File: config.mk
export PLATFORM = sky130hd
export DESIGN_NAME = c3_window_scheduler
export DESIGN_NICKNAME = d
export VERILOG_FILES = /design/src/rtl/c3_window_scheduler.sv
export SDC_FILE = /design/constraint.sdc
export NUM_CORES = 1
export LEC_CHECK = 0
export CORE_AREA = 2 2 82 84
export CTS_CLUSTER_SIZE = 28
export DETAILED_ROUTE_END_ITERATION = 12
export DIE_AREA = 0 0 84 86
export DONT_BUFFER_PORTS = 1
export PLACE_DENSITY_LB_ADDON = 0.12
export SYNTH_ARGS = -nofsm -noshare
export SYNTH_HDL_FRONTEND = slang
export SYNTH_SLANG_ARGS = --single-unit
File: constraint.sdc
create_clock -name clk -period 3.36 [get_ports clk]
set_input_delay 0.336 -clock clk [delete_from_list [all_inputs] [get_ports clk]]
set_output_delay 0.336 -clock clk [all_outputs]
set_load 0.01 [all_outputs]
File: src/rtl/c3_window_scheduler.sv
// Window scheduler for the LeNet C3 conv/max-pool stage: tracks the raster position of the
// incoming 14x14 C1 stream and emits line-buffer, 5x5 conv-window and 2x2 pool strobes per frame.
module c3_window_scheduler #(
  parameter int IN_W     = 14,
  parameter int IN_H     = 14,
  parameter int K        = 5,
  parameter int CONV_LAT = 4
) (
  input  logic       clk,
  input  logic       rst,
  input  logic       clear,
  input  logic       in_valid,
  output logic       in_ready,
  output logic       lb_wr_en,
  output logic [2:0] lb_wr_row,
  output logic [3:0] lb_wr_col,
  output logic       conv_en,
  output logic [3:0] conv_row,
  output logic [3:0] conv_col,
  output logic       pool_valid,
  output logic [4:0] pool_idx,
  output logic       frame_done,
  output logic       busy,
  output logic       err_overflow
);

  localparam int POOL_W = (IN_W - K + 1) / 2;
  localparam int POOL_H = (IN_H - K + 1) / 2;
  localparam logic [3:0] LAST_COL  = 4'(IN_W - 1);
  localparam logic [3:0] LAST_ROW  = 4'(IN_H - 1);
  localparam logic [3:0] WIN_OFS   = 4'(K - 1);
  localparam logic [2:0] SLOT_LAST = 3'(K - 1);
  localparam logic [4:0] LAST_IDX  = 5'(POOL_W * POOL_H - 1);

  typedef enum logic [1:0] {IDLE, FILL, RUN, DRAIN} state_t;

  state_t               state;
  logic [3:0]           row_cnt;
  logic [3:0]           col_cnt;
  logic [2:0]           slot_cnt;
  logic [CONV_LAT-1:0]  pipe_v;
  logic [4:0]           pipe_idx [CONV_LAT];

  logic       accept;
  logic       win;
  logic       tok;
  logic [3:0] win_row;
  logic [3:0] win_col;
  logic [4:0] tok_idx;

  assign in_ready = (state != DRAIN);
  assign busy     = (state != IDLE);
  assign accept   = in_valid && in_ready;
  assign win      = (row_cnt >= WIN_OFS) && (col_cnt >= WIN_OFS);
  assign win_row  = row_cnt - WIN_OFS;
  assign win_col  = col_cnt - WIN_OFS;
  // Only the bottom-right pixel of each 2x2 conv group completes a pool window.
  assign tok      = accept && win && win_row[0] && win_col[0];
  assign tok_idx  = {2'b00, win_row[3:1]} * 5'(POOL_W) + {2'b00, win_col[3:1]};

  always_ff @(posedge clk) begin
    if (rst || clear) begin
      state        <= IDLE;
      row_cnt      <= '0;
      col_cnt      <= '0;
      slot_cnt     <= '0;
      lb_wr_en     <= 1'b0;
      lb_wr_row    <= '0;
      lb_wr_col    <= '0;
      conv_en      <= 1'b0;
      conv_row     <= '0;
      conv_col     <= '0;
      pool_valid   <= 1'b0;
      pool_idx     <= '0;
      frame_done   <= 1'b0;
      err_overflow <= 1'b0;
      pipe_v       <= '0;
      for (int i = 0; i < CONV_LAT; i++) pipe_idx[i] <= '0;
    end else begin
      lb_wr_en   <= accept;
      conv_en    <= accept && win;
      frame_done <= 1'b0;

      if (in_valid && !in_ready) err_overflow <= 1'b1;

      // Pool tokens model the conv array latency; the output register adds the final cycle.
      pipe_v[0]   <= tok;
      pipe_idx[0] <= tok_idx;
      for (int i = 1; i < CONV_LAT; i++) begin
        pipe_v[i]   <= pipe_v[i-1];
        pipe_idx[i] <= pipe_idx[i-1];
      end
      pool_valid <= pipe_v[CONV_LAT-1];
      if (pipe_v[CONV_LAT-1]) pool_idx <= pipe_idx[CONV_LAT-1];

      if (accept) begin
        lb_wr_row <= slot_cnt;
        lb_wr_col <= col_cnt;
        if (win) begin
          conv_row <= win_row;
          conv_col <= win_col;
        end
        if (col_cnt == LAST_COL) begin
          col_cnt <= '0;
          if (row_cnt == LAST_ROW) begin
            row_cnt  <= '0;
            slot_cnt <= '0;
          end else begin
            row_cnt  <= row_cnt + 4'd1;
            slot_cnt <= (slot_cnt == SLOT_LAST) ? 3'd0 : slot_cnt + 3'd1;
          end
        end else begin
          col_cnt <= col_cnt + 4'd1;
        end
      end

      case (state)
        IDLE:  if (accept) state <= FILL;
        FILL:  if (accept && row_cnt == WIN_OFS && col_cnt == 4'd0) state <= RUN;
        RUN:   if (accept && row_cnt == LAST_ROW && col_cnt == LAST_COL) state <= DRAIN;
        DRAIN: begin
          if (pool_valid && pool_idx == LAST_IDX) begin
            frame_done <= 1'b1;
            state      <= IDLE;
          end
        end
        default: state <= IDLE;
      endcase
    end
  end

endmodule
==> out/qor.txt <==
final setup vio count -> 0
Slew HR -> 0.553
Synth cell types -> 35
Max Root-Sink Buffers -> 2
Vias -> 1636
leading area contributor after synthesis -> dfxtp_1
GRT overflow -> 0
Area Growth Syn to Fin -> 10.2%
Yosys top cell area share -> 0.502
Site Rows -> 29
Max FO, Critical Path -> 7
mapped cell area -> 2470 sq um
1st-iter DRT viols -> 46
Register-to-Register Path Depth -> 10
EDFF count, synth -> 0
Total GRT Usage -> 0.137
worst setup path startpoint -> row_cnt[2]
placed instance area -> 2530 sq um
slew at the pin closest to its max-slew limit -> 0.670 ns
TNS Setup -> 0 ns
Post CTS Setup Buffer Count -> 0
Critical Path End -> pipe_idx[0][4]
largest net degree at the start of global routing -> 34
Routed Antenna Nets -> 0
routed wire length per instance -> 13.3 um
die height -> 86 um
R2R setup slack -> 0.86 ns
critical path arrival -> 2.70 ns
CTS sink count -> 62
# H-tree levels -> 3
Pre-antenna DRT Iters -> 4
Hold Buf Count CTS -> 0
CTS clock-pin slew for the worst setup and hold paths -> 0.07 ns
Die W -> 84 um
Final HPWL DP -> 3.06 mm
RSZ-0062 raised after global routing -> false
crit start category -> register
maximum VDD drop -> 0.282 mV
antenna violations before repair -> 0
Final Cell Area -> 2730 sq um
CP most frequent cell -> ha_1
Async SR Flop Fraction -> 0
Nets -> 283
met3 WL -> 202 um
vias per inst -> 4.80
clock latency on the worst-skew pair -> 0.34 ns
vias in the first global route -> 1537
WL final -> 4.54 mm
Syn Nets -> 283
max incr delay on CP -> 0.45 ns
worst hold path type -> primary input to register
most common flop cell mapped by yosys -> dfxtp_1
PwrDens -> 523 nW/um^2
Initial Util -> 0.394
DR WL met2 -> 1.90 mm
CP endpoint kind -> register
Pleak -> 1.02 nW
Num CTS Buffers -> 9
Post-synth top cells -> dfxtp_1, nor2_1, nand2_1
top cells by area, synth -> dfxtp_1, ha_1, and2_1
clock root buffer -> clkbuf_8
outcome -> completed
#FFs+latches synth -> 62
ordered list of cells on the worst path -> inv_1 -> ha_1 -> inv_1 -> ha_1 -> ha_1 -> ha_1 -> a21o_1 -> a21oi_1 -> xnor2_1 -> nor2_1
Final Hold Viols -> 0
Final GP Congestion -> 0.745
max-slew violation count -> 0
Syn Area/Cell -> 9.56 sq um
fmax -> 400 MHz
hold slack final -> 0.146 ns
Top Metal Used -> met4
most frequent cell after synthesis -> dfxtp_1
overall power -> 1.43 mW
Crit Path Class -> register to register
Tcrit/Tclk final -> 0.745
r2r endpoint -> pipe_idx[0][4]
Data required, critical path -> 3.56 ns
YS warnings -> 0
ant diodes -> 0
filler instances -> 641
share of cells above drive strength 1 -> 0.0871
I/O pin cnt -> 31
slowest CP cell -> dfxtp_1
launching point of the worst reg2reg path -> row_cnt[2]
clock skew -> 0.0120 ns
die footprint -> 7220 sq um
Mapped Cells -> 259
DR DRC count -> 0
final worst path period need -> 2.50 ns
cts repair resizes -> 0
CTS tree -> yes
core area -> 6280 sq um
port bufs -> 0
Max Cap Violations -> 0
met1 WL -> 2.34 mm
global-route wire length before repair -> 7.51 mm
Seq/Total Area, Yosys -> 0.502
## stage by stage
step,worst slack [ns],util,std cells
after floorplan,1.05,-,259
after global placement,0.947,0.403,325
after detailed placement,0.851,0.403,325
after CTS,0.839,0.435,341
after global routing,0.718,0.435,341
final,0.857,0.435,341
## placed cells by master, fill, tap and decap left out, types with 2 or more instances in the layout
cell type / instances
nor4_1: 3
ha_1: 19
o21ai_0: 6
clkinv_4: 2
dfxtp_1: 62
nor3_1: 3
nand2b_1: 2
nand2_1: 27
nor2_1: 28
clkbuf_8: 9
clkinv_2: 2
inv_1: 15
mux2i_1: 11
and2_1: 22
xnor2_1: 7
a211oi_1: 2
a21oi_1: 18
or2_2: 2
nand3b_1: 3
nor2b_1: 2
## worst max-delay path, delay by kind of cell, from the launching register on
family	cells	cell delay [ns]
buffers and inverters	2	0.19
AND/OR/NAND/NOR	1	0.05
flip-flops	1	0.45
XOR/XNOR	1	0.14
adder cells (fa/ha/maj)	4	1.22
AO/OA/AOI/OAI	2	0.31
## worst min path at each step
stage / startpoint / to / depth (start not counted)
3_5_place_dp: pipe_idx[0][2] / pipe_idx[1][2] / 1
2_1_floorplan: pipe_idx[0][0] / pipe_idx[1][0] / 1
5_1_grt: in_valid / err_overflow / 2
6_report: in_valid / err_overflow / 2
4_1_cts: in_valid / err_overflow / 2
3_3_place_gp: pipe_idx[0][2] / pipe_idx[1][2] / 1
## registers in the layout (all words and copies together) (netlist names)
| signal | count |
|---|---|
| row_cnt | 4 |
| pipe_idx | 20 |
| state | 2 |
| col_cnt | 4 |
| pipe_v | 4 |
| err_overflow | 1 |
| conv_en | 1 |
| pool_idx | 5 |
| slot_cnt | 3 |
| lb_wr_col | 4 |
| lb_wr_row | 3 |
| pool_valid | 1 |
| conv_col | 4 |
| lb_wr_en | 1 |
| conv_row | 4 |
| frame_done | 1 |
## report_power, final
part	total [mW]	switching, mW	internal, mW
registers	0.742	0.00404	0.738
clock network	0.650	0.306	0.344
logic	0.0348	0.0239	0.0109
## cells by family (layout without fill, tap and decap cells)
| family | after synthesis | after routing | synth area share |
|---|---|---|---|
| AOI/OAI and AO/OA | 33 | 33 | 0.0809 |
| xor gates and xnor gates | 7 | 7 | 0.0248 |
| adders and majority gates | 20 | 20 | 0.104 |
| buffers and inverters | 27 | 32 | 0.0425 |
| DFF | 62 | 62 | 0.502 |
| muxes | 11 | 11 | 0.0445 |
| and+or+nand+nor | 99 | 99 | 0.202 |
## layout make-up
type / instances / area (sq um) / area share
Sequential cell: 62 / 1240 / 0.455
Multi-Input combinational cell: 170 / 1130 / 0.414
Inverter: 15 / 56.3 / 0.0206
Clock inverter: 7 / 73.8 / 0.0271
Timing Repair Buffer: 1 / 7.51 / 0.00275
Tap cell: 77 / 96.3 / 0.0353
Clock buffer: 9 / 124 / 0.0454
## routing by layer
metal  vias to the layer above  track usage
met3                         7       0.0558
met4                         0       0.0748
met1                       752        0.175
met2                        33        0.197
li1                        844            -
met5                         -            0
Note: power is estimated with default switching activity, not from simulation.
